### src/rtl/balun_sweep_ctrl.sv
`default_nettype none
// ============================================================================
// Module      : balun_sweep_ctrl
// Description : Sweep sequencer for the two-port LPF-balun S-parameter
//               measurement. Programs the bias DAC once, then for every
//               frequency point excites port 1 and port 2 in turn, waits a
//               settle time, sums 2^AVG_LOG2 ADC samples and streams the
//               tagged sum out over a valid/ready handshake.
//               Optional macro BALUN_SWEEP_TIMEOUT_EN adds an acquisition
//               watchdog that closes a point with a partial sum.
// Revision    : 1.0 - initial release
// ============================================================================
module balun_sweep_ctrl #(
    parameter int N_FREQ      = 16,
    parameter int FIDX_W      = 4,
    parameter int SETTLE_CYC  = 8,
    parameter int DATA_W      = 12,
    parameter int BIAS_W      = 8,
    parameter int AVG_LOG2    = 2,
    parameter int TIMEOUT_CYC = 64
) (
    input  logic                       clk,
    input  logic                       rst_n,
    input  logic                       start,
    input  logic                       abort,
    input  logic [BIAS_W-1:0]          bias_code,
    output logic [BIAS_W-1:0]          dac_bias,
    output logic                       src_en,
    output logic                       port_sel,
    output logic [FIDX_W-1:0]          freq_idx,
    input  logic [DATA_W-1:0]          adc_data,
    input  logic                       adc_valid,
    output logic                       res_valid,
    input  logic                       res_ready,
    output logic [DATA_W+AVG_LOG2-1:0] res_data,
    output logic [FIDX_W-1:0]          res_fidx,
    output logic                       res_port,
    output logic                       acq_timeout,
    output logic                       busy,
    output logic                       done
);

    localparam int c_ACC_W = DATA_W + AVG_LOG2;
    localparam int c_SET_W = (SETTLE_CYC > 1) ? $clog2(SETTLE_CYC) : 1;
    localparam int c_SMP_W = AVG_LOG2 + 1;

    localparam logic [c_SET_W-1:0] c_SET_LAST  = c_SET_W'(SETTLE_CYC - 1);
    localparam logic [c_SMP_W-1:0] c_SMP_LAST  = c_SMP_W'((1 << AVG_LOG2) - 1);
    localparam logic [FIDX_W-1:0]  c_FIDX_LAST = FIDX_W'(N_FREQ - 1);

    typedef enum logic [2:0] {
        S_IDLE   = 3'd0,
        S_BIAS   = 3'd1,
        S_SETTLE = 3'd2,
        S_ACQ    = 3'd3,
        S_OUT    = 3'd4,
        S_NEXT   = 3'd5,
        S_DONE   = 3'd6
    } state_t;

    state_t               r_state;
    state_t               w_next_state;
    logic [BIAS_W-1:0]    r_dac_bias;
    logic [FIDX_W-1:0]    r_freq_idx;
    logic                 r_port_sel;
    logic [c_SET_W-1:0]   r_cnt;
    logic [c_SMP_W-1:0]   r_smp;
    logic [c_ACC_W-1:0]   r_acc;
    logic                 w_abort;
    logic                 w_cnt_last;
    logic                 w_wd_fire;

    // Abort only matters once a sweep is running; in IDLE it merely vetoes start.
    assign w_abort    = abort && (r_state != S_IDLE);
    assign w_cnt_last = (r_cnt == c_SET_LAST);

    assign dac_bias = r_dac_bias;
    assign freq_idx = r_freq_idx;
    assign port_sel = r_port_sel;
    // The accumulator doubles as the result register: it only moves in ACQ,
    // so it is stable throughout OUT.
    assign res_data = r_acc;
    assign res_fidx = r_freq_idx;
    assign res_port = r_port_sel;

    // State register.
    always_ff @(posedge clk) begin
        if (!rst_n) begin
            r_state <= S_IDLE;
        end else begin
            r_state <= w_next_state;
        end
    end

    // Next-state decode and state-derived outputs; abort overrides everything.
    always_comb begin
        w_next_state = r_state;
        src_en       = 1'b0;
        res_valid    = 1'b0;
        busy         = 1'b1;
        done         = 1'b0;
        case (r_state)
            S_IDLE: begin
                busy = 1'b0;
                if (start && !abort) begin
                    w_next_state = S_BIAS;
                end
            end
            S_BIAS: begin
                if (w_cnt_last) begin
                    w_next_state = S_SETTLE;
                end
            end
            S_SETTLE: begin
                src_en = 1'b1;
                if (w_cnt_last) begin
                    w_next_state = S_ACQ;
                end
            end
            S_ACQ: begin
                src_en = 1'b1;
                if ((adc_valid && (r_smp == c_SMP_LAST)) || w_wd_fire) begin
                    w_next_state = S_OUT;
                end
            end
            S_OUT: begin
                res_valid = 1'b1;
                if (res_ready) begin
                    w_next_state = S_NEXT;
                end
            end
            S_NEXT: begin
                if (!r_port_sel || (r_freq_idx < c_FIDX_LAST)) begin
                    w_next_state = S_SETTLE;
                end else begin
                    w_next_state = S_DONE;
                end
            end
            S_DONE: begin
                busy         = 1'b0;
                done         = 1'b1;
                w_next_state = S_IDLE;
            end
            default: begin
                w_next_state = S_IDLE;
            end
        endcase
        if (w_abort) begin
            w_next_state = S_IDLE;
        end
    end

    // Datapath: bias latch, settle timer, sample counter, accumulator, point index.
    always_ff @(posedge clk) begin
        if (!rst_n) begin
            r_dac_bias <= '0;
            r_freq_idx <= '0;
            r_port_sel <= 1'b0;
            r_cnt      <= '0;
            r_smp      <= '0;
            r_acc      <= '0;
        end else if (w_abort) begin
            r_dac_bias <= '0;
            r_freq_idx <= '0;
            r_port_sel <= 1'b0;
            r_cnt      <= '0;
            r_smp      <= '0;
        end else begin
            case (r_state)
                S_IDLE: begin
                    if (start && !abort) begin
                        r_dac_bias <= bias_code;
                        r_freq_idx <= '0;
                        r_port_sel <= 1'b0;
                        r_cnt      <= '0;
                    end
                end
                S_BIAS: begin
                    r_cnt <= w_cnt_last ? '0 : r_cnt + c_SET_W'(1);
                end
                S_SETTLE: begin
                    r_cnt <= w_cnt_last ? '0 : r_cnt + c_SET_W'(1);
                    r_smp <= '0;
                    r_acc <= '0;
                end
                S_ACQ: begin
                    if (adc_valid) begin
                        r_acc <= r_acc + c_ACC_W'(adc_data);
                        r_smp <= r_smp + c_SMP_W'(1);
                    end
                end
                S_NEXT: begin
                    if (!r_port_sel) begin
                        r_port_sel <= 1'b1;
                    end else if (r_freq_idx < c_FIDX_LAST) begin
                        r_freq_idx <= r_freq_idx + FIDX_W'(1);
                        r_port_sel <= 1'b0;
                    end
                end
                default: begin
                end
            endcase
        end
    end

`ifdef BALUN_SWEEP_TIMEOUT_EN
    localparam int c_WD_W = $clog2(TIMEOUT_CYC + 1);

    logic [c_WD_W-1:0] r_wd;
    logic              r_timeout;

    assign w_wd_fire   = (r_state == S_ACQ) && !adc_valid &&
                         (r_wd == c_WD_W'(TIMEOUT_CYC - 1));
    assign acq_timeout = r_timeout && (r_state == S_OUT);

    // Watchdog: counts consecutive sample-less ACQ cycles and flags a partial result.
    always_ff @(posedge clk) begin
        if (!rst_n || abort) begin
            r_wd      <= '0;
            r_timeout <= 1'b0;
        end else if (r_state == S_SETTLE) begin
            r_wd      <= '0;
            r_timeout <= 1'b0;
        end else if (r_state == S_ACQ) begin
            if (adc_valid) begin
                r_wd <= '0;
            end else if (w_wd_fire) begin
                r_wd      <= '0;
                r_timeout <= 1'b1;
            end else begin
                r_wd <= r_wd + c_WD_W'(1);
            end
        end
    end
`else
    logic w_unused_timeout_cfg;

    assign w_unused_timeout_cfg = (TIMEOUT_CYC != 0);
    assign w_wd_fire            = 1'b0;
    assign acq_timeout          = 1'b0;
`endif

endmodule
`default_nettype wire

### config.mk
export PLATFORM = sky130hd
export DESIGN_NAME = balun_sweep_ctrl
export DESIGN_NICKNAME = d
export VERILOG_FILES = /design/src/rtl/balun_sweep_ctrl.sv
export SDC_FILE = /design/constraint.sdc
export NUM_CORES = 1
export LEC_CHECK = 0
export CAP_MARGIN = 15
export CORE_MARGIN = 3
export CORE_UTILIZATION = 52
export CTS_CLUSTER_SIZE = 14
export DETAILED_ROUTE_END_ITERATION = 16
export PLACE_DENSITY = 0.86
export REMOVE_ABC_BUFFERS = 1
export SETUP_SLACK_MARGIN = 0.2
export SLEW_MARGIN = 20
export SYNTH_ARGS = -nofsm -noshare
export SYNTH_HDL_FRONTEND = slang
export SYNTH_SLANG_ARGS = --single-unit
### constraint.sdc
create_clock -name clk -period 5 [get_ports clk]
set_input_delay 1.5 -clock clk [delete_from_list [all_inputs] [get_ports clk]]
set_output_delay 1.5 -clock clk [all_outputs]
set_load 0.02 [all_outputs]
* Word-level counts from Yosys, hierarchy flattened
Index checks and enable logic that the tools add are counted.
Operators by class: add/sub/neg operators 4, $lt $le $gt $ge 1, equality and inequality tests 16, multiplexer cells 26, bitwise gates (word level) 2, reductions and logical operators 22
Operators with widths (count):
- $pmux W14 S2 | 1
- $mux W3 | 9
- $pmux W3 S6 | 1
- $ne A2 B2 Y1 const B | 8
- $add A14 B12 Y14 | 1
- $mux W14 | 1
- $eq A3 B3 Y1 const B | 4
- $mux W4 | 3
- $pmux W3 S2 | 2
- $eq A3 B2 Y1 const B | 3
- $pmux W4 S2 | 1
- $reduce_and A2 Y1 | 4
- $reduce_or A2 Y1 | 4
- $mux W1 | 7
- $add A3 B1 Y3 const B | 2
- $reduce_bool A2 Y1 | 3
- $reduce_and A5 Y1 | 1
- $add A4 B1 Y4 const B | 1
- $lt A4 B4 Y1 const B | 1
- $reduce_and A4 Y1 | 1
- $eq A3 B1 Y1 const B | 1
- $logic_and A1 B1 Y1 | 3
- $logic_not A3 Y1 | 1
- $reduce_and A3 Y1 | 1
- other kinds (5) | 7
Storage, ports and cells: register bits 36, input bits 26, output and inout port bits 37

* Logic depth before layout (Yosys ltp)
depth in word-level cells 4, depth in mapped cells 8, depth with buffers taken out 8

* Worst setup path after synthesis
OpenSTA, ideal clock, no wires.
path kind input to register, start point input port adc_data[3], end point register r_acc[11] (netlist: res_data[11]), arrival time 3.011 ns, data required time 4.883 ns, slack 1.872 ns, stages 6, cells stage by stage ha_1 a21o_1 a21oi_4 a21oi_2 or4_1 a32o_1
On the way: longest elaborated chain between the ends 3
RTL lines:
- start, declared | line 31 | input logic [DATA_W-1:0] adc_data,
- $add A14 B12 Y14 | line 188 | r_acc <= r_acc + c_ACC_W'(adc_data);
- $mux W14 | line 187 | if (adc_valid) begin
- $pmux W14 S2 | line 169 | case (r_state)
- end signal, assigned | line 188
- end, declared | line 68 | logic [c_ACC_W-1:0] r_acc;
No other way between the ends. The select of a mux whose other input is x is not followed. A chain may end at the register's enable or synchronous reset.

* Final worst setup path
start point register r_state[1], end point output port busy
On the way: longest elaborated chain between the ends 3, elaborated cells on any way between the ends 4
RTL lines:
- start, declared | line 61 | state_t r_state;
- start signal, assigned | line 91 | r_state <= w_next_state;
- $eq A3 B3 Y1 or $logic_not A3 Y1 (tied branches) | line 102 | case (r_state)
- $reduce_or A2 Y1 (no source line) (*)
- $mux W1 (*) | line 102
- end, declared | line 39 | output logic busy,
Mark *: on every way between the ends. The rest lies on a longest branch, timed or not.

==> key figures <==
Run status
  – Outcome: finished clean

Worst hold path
  – Worst Hold Depth: 2
  – Worst hold path type: register to register
  – Hold endpoint: dac_bias[6]$_SDFFE_PP0P_
  – HP Start: dac_bias[6]$_SDFFE_PP0P_

Worst setup path
  – Worst Path Max Fanout: 17
  – WP data required: around 3500 ps
  – Worst r2r path cells: 4
  – Setup crit start kind: register
  – Setup Crit Path Kind: register to output port
  – Reg-to-Reg Start: r_state[1]$_SDFFE_PP0P_
  – Worst setup EP type: output port
  – R2R Path End: res_data[7]$_SDFFE_PN0P_
  – R2R setup slack: between 2000 and 3000 ps
  – Critical path arrival: between 2000 and 2500 ps

GRT
  – Initial antenna violation count: 0
  – GR Overflow Total: 0
  – Pin count of the biggest net entering global routing: 20
  – Vias in the first global route: 2219
  – Total GRT Usage: a little under a quarter
  – First-pass GRT wire length: between 9000 and 10000 µm

Floorplan
  – Die area: 5190 µm²
  – Initial Util: between 50% and 60%
  – Die Height: 72.0 µm
  – # IOs: 63
  – Core area: roughly 4100 µm²
  – Cell Rows: 23
  – Die width: around 70 µm

Synthesis
  – Synth async-reset ratio: 0%
  – Most numerous cell in the Yosys netlist: nand2_1
  – Register area share after synthesis: between 30% and 40%
  – Post-synth cell types: 55
  – Largest cells by area after synthesis: dfxtp_1 (32%), ha_1 (9.4%), nand2_1 (6.5%)
  – Synth cell count leaders: nand2_1 (39), dfxtp_1 (36), nor2_1 (30)
  – Ys flop type: dfxtp_1
  – Average size of a mapped cell: between 7 and 8 µm²
  – Number of flops mapped to enable cells by yosys: 0
  – Area leader, netlist: dfxtp_1
  – Synth warnings: 0
  – Number of synthesized register bits: 36
  – Post-synth top area share: 31.8%
  – Synth Cell Area: 2270 µm²
  – Post-synthesis cell count: approximately 290

STA
  – Total negative slack: 0 ps
  – Worst Skew: ~3.8 ps
  – Number of hold violations in the final report: 0
  – Max-slew headroom: a little under three fifths
  – Final min period: about 3800 ps
  – Final setup viols: 0
  – Final period util: between 70% and 80%
  – RSZ-0062 raised after global routing: false
  – Final worst slack: 1240 ps
  – Maximum clock frequency: about 270 MHz
  – Slew of the pin with the lowest slew margin: ~640 ps
  – Max-slew violations: 0

Placement
  – Area after DPL: around 2800 µm²
  – Pre-CTS WS: 1360 ps
  – Hpwl dp: a little over 4000 µm
  – Port buffer count: between 60 and 70
  – Gp weighted congestion: 0.835

Drt
  – Total iterations of the first detailed-routing run: 5
  – Vias: between 2000 and 2500
  – Final wirelength: 5460 µm
  – Wire per inst: around 14 µm
  – Drt via density: roughly 5.8
  – DRT iter0 DRCs: 123
  – ANT nets after route: 0
  – DR DRC count: 0

CTS
  – CTS Buffer Depth: 2
  – Clk slew on worst S/H paths: roughly 70 ps
  – CTS Sinks: 36
  – Clk_lat worst skew: approximately 290 ps
  – CTS tree: yes
  – Hold buffer count at cts: 0
  – Post-CTS setup buffer count: 0
  – Num CTS Buffers: 5
  – CTS HTree Levels: 2
  – Clock root buffer: clkbuf_8
  – PostCTS Resize Cnt: 0

Cells and area
  – Fill cell count: approximately 330
  – Share of layout cells above drive strength 1: under 10%
  – Register area: between 700 and 800 µm²
  – ANT cells: 0
  – Layout area overhead: 31.2%
  – Nets: 382
  – Finished Core Util: 72.3%
  – Multi-input gate area: around 1400 µm²
  – Final Instance Area: ~3000 µm²

Power and ir drop
  – Power Density: 225 nW/µm²
  – Overall power: around 0.67 mW
  – Leak: approximately 1.2 nW
  – Worst vdd ir: approximately 0.00019 V

Job
  – Max-Cap Viols: 0
==> power by group <==
| group | switching (mW) | internal, mW | total, mW |
|---|---|---|---|
| Clock | 0.104 | 0.176 | 0.279 |
| Combinational | 0.0467 | 0.0436 | 0.0903 |
| Sequential | 0.00790 | 0.293 | 0.301 |
| Total | 0.158 | 0.513 | 0.671 |
==> flip-flops by register name (all words and copies together), names as in the netlist <==
| register | count |
|---|---|
| res_data | 14 |
| dac_bias | 8 |
| freq_idx | 4 |
| r_cnt | 3 |
| r_smp | 3 |
| r_state | 3 |
| port_sel | 1 |
==> per-stage QoR <==
step / cells / hold slack [ps]
after detailed placement: 381 / 447
after CTS: 389 / 456
after global routing: 389 / 472
final: 389 / 455
after global placement: 381 / 441
after floorplan: 270 / 440
==> critical path, cell delays in order, from the launching register on <==
cell             delay [ps]
dfxtp_1                 730
nand2b_1                260
inv_1                   230
or3_1                   140
clkdlybuf4s50_1         610
==> layout by cell type (no fill, tap or decap), drive strengths merged, types with 2 or more instances in the layout <==
cell and count:
a21o 6, a21oi 26, a22oi 9, a31oi 4, a32oi 2, and2 3, and3 7, clkbuf 7
clkdlybuf4s50 61, dfxtp 36, ha 17, inv 12, mux2i 2, nand2 39, nand2b 4, nand3 9
nand4 4, nand4b 2, nor2 31, nor2b 3, nor3 5, o211ai 6, o21a 6, o21ai 7
o31ai 3, or3 4, xnor2 6
==> layout make-up <==
class,count,share of cell area (%)
Clock buffer,7,3.24
Clock inverter,1,1.01
Inverter,13,1.64
Multi-Input combinational cell,221,47.3
Sequential cell,36,24.2
Tap cell,50,2.10
Timing Repair Buffer,61,20.5
==> cells by family after synthesis <==
group | share of synthesized area, %
DFF | 31.8
buffers and inverters | 6.18
AOI/OAI and AO/OA | 23.7
muxes | 0.883
xor gates and xnor gates | 2.32
other | 0.165
and+or+nand+nor | 24.7
adders and majority gates | 10.3
==> per-layer routing <==
| metal | GRT usage (%) | vias up | wire length [µm] |
|---|---|---|---|
| met5 | 0 | - | 0 |
| met1 | 27.1 | 1033 | 2350 |
| met3 | 6.93 | 8 | 428 |
| met2 | 39.8 | 85 | 2620 |
| li1 | - | 1124 | - |
| met4 | 6.68 | 0 | 58 |
==> how the worst max path moves through the flow <==
stage	depth (start not counted)	startpoint	slack, ps	end
detailed placement	7	adc_data[3]	1360	res_data[11]$_SDFFE_PN0P_
global route	4	r_state[1]$_SDFFE_PP0P_	1110	busy
finish	4	r_state[1]$_SDFFE_PP0P_	1240	busy
CTS	4	r_state[1]$_SDFFE_PP0P_	1250	busy
floorplan	6	adc_data[3]	1870	res_data[11]$_SDFFE_PN0P_
global placement	7	adc_data[3]	1390	res_data[11]$_SDFFE_PN0P_
Power figures use the tool's default switching activity.
